File: src/rtl/linebuffer_scanout.sv
// linebuffer_scanout
//   Pixel-domain read stage behind the 72-bit line buffer read port. Each
//   buffer word packs 8 pixels of 9 bits, with pixel k in bits [9k+8:9k].
//   A line_start pulse selects one half of the 512-word buffer. The block
//   then issues word addresses, takes in the registered read data and emits
//   H_ACTIVE pixels back to back, one per clk_pix cycle. Pixel 0 appears 3
//   cycles after line_start is sampled, and line_done pulses in the cycle
//   after the last valid pixel.
//
// Ports
//   clk_pix      in   1  pixel clock
//   rst_pix_n    in   1  synchronous active-low reset
//   line_start   in   1  one-cycle pulse that (re)starts scanout of a line
//   line_sel     in   1  buffer half to read, sampled with line_start
//   pix_double   in   1  (only with LBSCAN_PIXEL_DOUBLE_EN) repeat each pixel twice
//   addr_pix     out  9  registered word address to the line buffer
//   colour_pix   in  72  read data, valid one cycle after addr_pix
//   pixel_out    out  9  current pixel, 0 while pixel_valid is low
//   pixel_valid  out  1  high for H_ACTIVE consecutive cycles per line
//   line_done    out  1  one-cycle pulse after the last valid pixel
//
// Optional feature macro: LBSCAN_PIXEL_DOUBLE_EN
module linebuffer_scanout #(
   parameter int H_ACTIVE   = 640,
   parameter int LINE_BASE1 = 256
) (
   input  logic        clk_pix,
   input  logic        rst_pix_n,
   input  logic        line_start,
   input  logic        line_sel,
`ifdef LBSCAN_PIXEL_DOUBLE_EN
   input  logic        pix_double,
`endif
   output logic [8:0]  addr_pix,
   input  logic [71:0] colour_pix,
   output logic [8:0]  pixel_out,
   output logic        pixel_valid,
   output logic        line_done
);

   localparam logic [8:0]  BASE1   = 9'(LINE_BASE1);
   localparam logic [8:0]  NW_1    = 9'((H_ACTIVE + 7) / 8);
   localparam logic [8:0]  NW_DBL  = 9'(((H_ACTIVE + 1) / 2 + 7) / 8);
   localparam logic [11:0] REM_INI = 12'(H_ACTIVE - 1);

   typedef enum logic [1:0] {
      IDLE   = 2'd0,
      FETCH  = 2'd1,
      ACTIVE = 2'd2,
      DONE   = 2'd3
   } state_t;

   state_t       state_q, state_d;
   logic [8:0]   base_q, base_d;
   logic         dbl_q, dbl_d;
   logic [1:0]   fph_q, fph_d;     // FETCH phase: 0 issue word 0, 1 issue word 1, 2 load
   logic [8:0]   fidx_q, fidx_d;   // next word index to fetch
   logic [8:0]   addr_q, addr_d;
   logic         rd1_q, rd1_d;     // a read was issued on the last edge
   logic         rd2_q, rd2_d;     // colour_pix holds that read's data now
   logic [71:0]  pf_q, pf_d;       // prefetched next word
   logic [71:0]  sh_q, sh_d;       // rest of the current word, next pixel in [8:0]
   logic [2:0]   pidx_q, pidx_d;   // slot of the pixel now on pixel_out
   logic         rep_q, rep_d;     // second copy of a doubled pixel
   logic [11:0]  rem_q, rem_d;     // valid cycles still to come after this one
   logic [8:0]   pix_q, pix_d;
   logic         valid_q, valid_d;
   logic         done_q, done_d;
   logic [8:0]   nwords_s;

   assign addr_pix    = addr_q;
   assign pixel_out   = pix_q;
   assign pixel_valid = valid_q;
   assign line_done   = done_q;

   // State and datapath registers with synchronous reset
   always_ff @(posedge clk_pix) begin
      if (!rst_pix_n) begin
         state_q <= IDLE;    base_q <= 9'd0;   dbl_q  <= 1'b0;  fph_q  <= 2'd0;
         fidx_q  <= 9'd0;    addr_q <= 9'd0;   rd1_q  <= 1'b0;  rd2_q  <= 1'b0;
         pf_q    <= 72'd0;   sh_q   <= 72'd0;  pidx_q <= 3'd0;  rep_q  <= 1'b0;
         rem_q   <= 12'd0;   pix_q  <= 9'd0;   valid_q <= 1'b0; done_q <= 1'b0;
      end else begin
         state_q <= state_d; base_q <= base_d; dbl_q  <= dbl_d;  fph_q  <= fph_d;
         fidx_q  <= fidx_d;  addr_q <= addr_d; rd1_q  <= rd1_d;  rd2_q  <= rd2_d;
         pf_q    <= pf_d;    sh_q   <= sh_d;   pidx_q <= pidx_d; rep_q  <= rep_d;
         rem_q   <= rem_d;   pix_q  <= pix_d;  valid_q <= valid_d; done_q <= done_d;
      end
   end

   // Next-state, fetch scheduling and pixel serialisation
   always_comb begin
      state_d  = state_q;
      base_d   = base_q;
      dbl_d    = dbl_q;
      fph_d    = fph_q;
      fidx_d   = fidx_q;
      addr_d   = addr_q;
      rd1_d    = 1'b0;
      rd2_d    = rd1_q;
      sh_d     = sh_q;
      pidx_d   = pidx_q;
      rep_d    = rep_q;
      rem_d    = rem_q;
      pix_d    = pix_q;
      valid_d  = valid_q;
      done_d   = 1'b0;
      nwords_s = dbl_q ? NW_DBL : NW_1;

      // Word 0 goes straight from colour_pix into the shift register at the
      // end of FETCH; every later word lands in the prefetch register.
      if (rd2_q && (state_q == ACTIVE)) begin
         pf_d = colour_pix;
      end else begin
         pf_d = pf_q;
      end

      if (line_start) begin
         // Accepted in every state; an unfinished line is dropped silently.
         state_d = FETCH;
         base_d  = line_sel ? BASE1 : 9'd0;
`ifdef LBSCAN_PIXEL_DOUBLE_EN
         dbl_d   = pix_double;
`else
         dbl_d   = 1'b0;
`endif
         fph_d   = 2'd0;
         rd1_d   = 1'b0;
         rd2_d   = 1'b0;
         pix_d   = 9'd0;
         valid_d = 1'b0;
      end else begin
         case (state_q)
            IDLE: begin
               pix_d   = 9'd0;
               valid_d = 1'b0;
            end
            FETCH: begin
               case (fph_q)
                  2'd0: begin
                     addr_d = base_q;
                     fidx_d = 9'd1;
                     rd1_d  = 1'b1;
                     fph_d  = 2'd1;
                  end
                  2'd1: begin
                     if (nwords_s > 9'd1) begin
                        addr_d = base_q + 9'd1;
                        fidx_d = 9'd2;
                        rd1_d  = 1'b1;
                     end else begin
                        fidx_d = fidx_q;
                     end
                     fph_d = 2'd2;
                  end
                  default: begin
                     pix_d   = colour_pix[8:0];
                     sh_d    = {9'd0, colour_pix[71:9]};
                     pidx_d  = 3'd0;
                     rep_d   = 1'b0;
                     rem_d   = REM_INI;
                     valid_d = 1'b1;
                     state_d = ACTIVE;
                  end
               endcase
            end
            ACTIVE: begin
               if (rem_q == 12'd0) begin
                  pix_d   = 9'd0;
                  valid_d = 1'b0;
                  done_d  = 1'b1;
                  state_d = DONE;
               end else begin
                  rem_d = rem_q - 12'd1;
                  if (dbl_q && !rep_q) begin
                     rep_d = 1'b1;
                  end else begin
                     rep_d = 1'b0;
                     if (pidx_q == 3'd7) begin
                        // Word boundary: swap in the prefetched word and
                        // request its successor so it arrives well ahead.
                        pix_d  = pf_q[8:0];
                        sh_d   = {9'd0, pf_q[71:9]};
                        pidx_d = 3'd0;
                        if (fidx_q < nwords_s) begin
                           addr_d = base_q + fidx_q;
                           fidx_d = fidx_q + 9'd1;
                           rd1_d  = 1'b1;
                        end else begin
                           fidx_d = fidx_q;
                        end
                     end else begin
                        pix_d  = sh_q[8:0];
                        sh_d   = {9'd0, sh_q[71:9]};
                        pidx_d = pidx_q + 3'd1;
                     end
                  end
               end
            end
            DONE: begin
               pix_d   = 9'd0;
               valid_d = 1'b0;
               state_d = IDLE;
            end
            default: begin
               pix_d   = 9'd0;
               valid_d = 1'b0;
               state_d = IDLE;
            end
         endcase
      end
   end

endmodule
File: config.mk
export PLATFORM = sky130hd
export DESIGN_NAME = linebuffer_scanout
export DESIGN_NICKNAME = d
export VERILOG_FILES = /design/src/rtl/linebuffer_scanout.sv
export SDC_FILE = /design/constraint.sdc
export NUM_CORES = 1
export LEC_CHECK = 0
export BUFFER_PORTS_ARGS = -buffer_cell sky130_fd_sc_hd__buf_2
export CORE_MARGIN = 4
export CORE_UTILIZATION = 45
export CTS_CLUSTER_DIAMETER = 60
export DETAILED_ROUTE_END_ITERATION = 10
export GPL_TIMING_DRIVEN = 0
export PLACE_DENSITY = 0.62
export SYNTH_ARGS = -nofsm -noshare
export SYNTH_HDL_FRONTEND = slang
export SYNTH_SLANG_ARGS = --single-unit
File: constraint.sdc
create_clock -name clk_pix -period 2.8 [get_ports clk_pix]
set_clock_uncertainty 0.2 [all_clocks]
set_input_delay 0.84 -clock clk_pix [delete_from_list [all_inputs] [get_ports clk_pix]]
set_output_delay 0.84 -clock clk_pix [all_outputs]
set_load 0.005 [all_outputs]
Word-level counts from Yosys, hierarchy flattened --
Cells that the tools add are included.
Cells by class: add/subtract/negate cells 5, magnitude comparators 1, equal/unequal tests 13, mux-type cells 40, bitwise gates (word level) 3, reduce and logical (&&, ||, !) cells 18
Operators with widths (number):
- 72-bit two-way mux | 2
- 72-bit one-hot mux with 2 select lines | 1
- 9-bit two-way mux | 10
- 9-bit one-hot mux with 2 select lines | 4
- 63-bit two-way mux | 1
- 9-bit one-hot mux with 3 select lines | 1
- 12-bit two-way mux | 2
- 12-bit one-hot mux with 2 select lines | 1
- 9-bit by 1-bit adder with 9-bit output (second input constant) | 2
- 12-bit logical NOT | 1
- 12-bit by 1-bit subtractor with 12-bit output (second input constant) | 1
- 9-bit adder | 1
- 9-bit by 7-bit < comparator with 1-bit output (second input constant) | 1
- 3-bit two-way mux | 3
- 1-bit two-way mux | 8
- 2-bit by 1-bit != test with 1-bit output (second input constant) | 3
- 3-bit by 2-bit != test with 1-bit output (second input constant) | 2
- 2-bit one-hot mux with 3 select lines | 1
- 3-bit one-hot mux with 2 select lines | 1
- 3-bit AND reduction | 2
- 6-bit AND reduction | 1
- 2-bit OR reduction | 3
- 2-bit by 1-bit == test with 1-bit output (second input constant) | 2
- 2-bit == test (second input constant) | 2
- other kinds (17) | 24
Storage, ports and cells: register bits 203, output and inout port bits 20

Depth between registers and ports, before layout --
depth after elaboration 5, gate-level depth with buffers 9, depth with buffers taken out 6

Least setup slack after synthesis --
Ideal clock, no wire load.
path type input to register, start point in line_start, end point reg fidx_q[3], data arrival time 2.297 ns, data required time 2.479 ns, slack 0.182 ns, cell stages on the path 5, cells stage by stage clkbuf_1 or4b_2 clkbuf_1 a21oi_1 mux2_2
On the way: cells in the longest elaborated chain, start to end 2
Ends and longest elaborated chain:
- start: declaration | line 29 | input logic line_start,
- 1-bit inverter (no line)
- 6-bit AND reduction (no line)
- end signal: assignment | line 85 | fidx_q <= fidx_d; addr_q <= addr_d; rd1_q <= rd1_d; rd2_q <= rd2_d;
- end: declaration | line 57 | logic [8:0] fidx_q, fidx_d;
No other way between the ends. A chain may end at the register's enable or synchronous reset.

Final worst setup path --
start point reg state_q[0], end point reg sh_q[21]
On the way: cells in the longest elaborated chain, start to end 3
Ends and longest elaborated chain:
- start: declaration | line 53 | state_t state_q, state_d;
- start signal: assignment | line 84 | state_q <= state_d; base_q <= base_d; dbl_q <= dbl_d; fph_q <= fph_d;
- 2-bit == test or 2-bit by 1-bit == test with 1-bit output (tied branches) | line 133 | case (state_q)
- 2-bit != test (no line) or 2-bit nonzero test (tied branches)
- 4-bit AND reduction (no line)
- end signal: assignment | line 81 | pf_q <= 72'd0; sh_q <= 72'd0; pidx_q <= 3'd0; rep_q <= 1'b0;
- end signal: assignment | line 86 | pf_q <= pf_d; sh_q <= sh_d; pidx_q <= pidx_d; rep_q <= rep_d;
- end: declaration | line 62 | logic [71:0] sh_q, sh_d;
Parallel ways exist; a longest one is shown, timed or not.

==> impl_metrics.tcl <==
set metrics [dict create \
    rsz0062_at_grt "yes" \
    vias 7971 \
    n_fill_cell 1796 \
    clk_latency_ns 0.43 \
    nets 1228 \
    dp.cells 1351 \
    clock_sinks 186 \
    grt_pass1_wl_um 39700 \
    fmax_mhz 383 \
    die_y_um 145 \
    syn_inst 1029 \
    yosys_warnings 0 \
    drive_gt1_share_pct 15.1 \
    finalCritPeriodShare_pct 93.3 \
    ys_seq_area_share_pct 43.8 \
    yosysUniqueCellTypes 52 \
    p_leak_nw 3.32 \
    reg2reg_depth 8 \
    cts_made_buffers 17 \
    io_pins 96 \
    dp_hpwl_um 17700 \
    synth.cell_area_mm2 0.00850 \
    hold_start "pf_q[42]" \
    core_mm2 0.0183 \
    die_width_um 145 \
    drc 0 \
    syn_area_per_cell_um2 8.26 \
    clock_path_buffers 2 \
    hold_buffers 0 \
    seqCellArea_mm2 0.00372 \
    area_delta_synth_final_pct 16.6 \
    maxCapViolCount 0 \
    fin_cells 1385 \
    period_needed_ns 2.61 \
    crit_family "buffers and inverters" \
    crit_path_max_incr_delay_ns 0.57 \
    cellPowerDensity_mw_per_mm2 602 \
    timing.final.ws_setup_ns 0.188 \
    tritoncts "done" \
    ant_nets 0 \
    cp-start-kind "register" \
    r2r_end "sh_q[21]" \
    crit_chain "inv_1 -> ha_1 -> clkbuf_1 -> clkbuf_1 -> buf_1 -> nand2_1 -> o2111ai_1 -> a21oi_1" \
    utilization_pct 54.2 \
    syn_nets 1114 \
    grt_max_degree 17 \
    synth_edf_count 0 \
    cpMostUsedCell "clkbuf_1" \
    min_path_type "register to register" \
    finalWirelength_um 24700 \
    multi_input_area_mm2 0.00437 \
    required_ns 2.90 \
    path_buf_inv 4 \
    drtIter0Drc 713 \
    hold_viol 0 \
    async_reset_ff_share_pct 0 \
    portBuffers 93 \
    r2r_start "state_q[0]" \
    criticalPathCategory "register to register" \
    synth_top_flop_cell "dfxtp_1" \
    grt_pass1_vias 7527 \
    grt_use_total_pct 22.7 \
    slew_violations 0 \
    status "finished clean" \
    antenna_found_initial 0 \
    design_area_mm2 0.00991 \
    start_util_pct 46.5 \
    finalSetupViolCount 0 \
    place_ws_ns -0.594 \
    antenna_cells 0 \
    cp_slowest_cell "clkbuf_1" \
    cts.reportedPaths.clkPinSlew_ns 0.07 \
    placed_cell_area_mm2 0.00925 \
    cts_htree_levels 4 \
    crit_arrival_ns 2.71 \
    min_path_cells 2 \
    gp_congestion 0.875 \
    vias_per_cell 5.76 \
    first_pass_iters 5 \
    whs_endpoint "pf_q[42]" \
    maxSlewHeadroom_pct 35.4 \
    routedWlPerCell_um 17.8 \
    crit_fanout 10 \
    rows 49 \
    overflow 0 \
    ys_ff_latch 186 \
    critPathCaptureType "register" \
    peakVddDrop_uv 427 \
    dieArea_mm2 0.0211 \
    rrSetupSlack_ns 0.19 \
    cts-root-buf "clkbuf_16" \
    worstMarginPinSlew_ns 0.965 \
]
[worst max path at each step]
stage | endpoint | startpoint | slack, ns | cells after the start
after detailed placement | sh_q[45] | line_start | -0.59 | 7
final | sh_q[21] | state_q[0] | 0.19 | 8
after floorplan | fidx_q[3] | line_start | 0.18 | 5
after CTS | sh_q[56] | pidx_q[0] | 0.02 | 7
after global routing | sh_q[29] | state_q[0] | -0.002 | 8
after global placement | sh_q[44] | line_start | -0.58 | 7
[sequential cells by signal, summed over array words and instances (netlist names)]
| signal | count |
|---|---|
| pf_q | 72 |
| sh_q | 63 |
| rem_q | 12 |
| addr_pix | 9 |
| fidx_q | 9 |
| pixel_out | 9 |
| pidx_q | 3 |
| fph_q | 2 |
| state_q | 2 |
| base_q | 1 |
| line_done | 1 |
| pixel_valid | 1 |
| rd1_q | 1 |
| rd2_q | 1 |
[what timing repair did]
action                                  CTS  global route
hold endpoints to repair                  0             0
resized for setup                         3            12
pin swaps                                 1             1
setup buffers                             1             2
endpoints found under the setup margin   69            73
[cells by family after synthesis]
group,after synthesis,synth area share (%)
flip-flops,186,43.8
AO/OA/AOI/OAI,329,24.0
adder cells (fa/ha/maj),9,1.33
AND/OR/NAND/NOR,321,16.4
XOR/XNOR,2,0.206
multiplexers,77,9.35
buffers and inverters,105,4.92
[synth_stat cells (3+ instances only)]
cell type,n,area (um^2)
nand2_1,232,871
ha_1,9,113
a31oi_1,4,25.0
nand4_1,6,37.5
o2111ai_1,55,482
a22oi_1,10,75.1
nor2_1,23,86.3
o21ai_0,61,305
nor4_1,7,43.8
clkbuf_1,80,300
nand3_1,16,80.1
a311oi_1,10,87.6
o31a_1,10,87.6
inv_1,8,30.0
and3_1,7,43.8
nand2b_1,3,18.8
o31ai_1,8,60.1
or4_1,7,52.6
o22ai_1,6,37.5
nor3_1,3,15.0
a21oi_1,152,761
mux2i_1,58,581
buf_2,7,35.0
dfxtp_1,186,3720
mux2_2,19,214
buf_1,7,26.3
[layer usage]
metal	up-vias	global-route usage [%]	wire length (um)
li1	3944	-	-
met1	3767	32.0	11600
met4	0	6.98	366
met3	33	4.20	1480
met5	-	0	0
met2	227	35.4	11200
[power by group]
part	internal, mW	switching (mW)	total, mW
clock network	1.47	1.07	2.54
registers	2.72	0.0579	2.78
logic	0.227	0.420	0.648
[final cells by class]
| type | instances | area share (%) |
|---|---|---|
| multi-input cells | 738 | 44.1 |
| flip-flops and latches | 186 | 37.6 |
| repair buffers | 96 | 4.92 |
| clock buffers | 20 | 4.61 |
| plain buffers | 95 | 3.94 |
| well taps | 229 | 2.89 |
| clock inverters | 12 | 1.64 |
| inverters | 9 | 0.341 |
[metrics by stage]
step                hold WS, ns  power, mW   TNS, ns
floorplan                 0.233       3.24         0
global placement          0.241       3.47    -12.49
detailed placement        0.248       3.48    -13.26
CTS                       0.258       5.99         0
global route              0.273       6.18  -0.00237
finish                    0.256       5.97         0
[cell usage in the layout, fill, tap and decap left out, types with 3 or more instances in the layout]
master	instances
or4_1	7
clkinv_4	3
nand3_1	16
buf_2	100
clkbuf_16	17
clkbuf_1	76
nand2_1	232
buf_4	3
a21oi_1	152
nand2b_1	3
nor3_1	3
nor2_1	22
nor4_1	7
mux2i_1	58
o22ai_1	6
bufinv_16	3
o31ai_1	8
inv_1	8
nand4_1	6
clkbuf_2	5
and3_1	7
dfxtp_1	186
ha_1	9
o21ai_0	60
a311oi_1	10
o31a_1	10
a31oi_1	4
buf_1	5
o2111ai_1	55
a22oi_1	10
inv_6	3
mux2_2	19
[worst min-delay path, stage by stage, from the launching register on]
cell and delay (ns):
dfxtp_1 0.31, nand2_1 0.05, a21oi_1 0.05
Power figures use the tool's default switching activity.
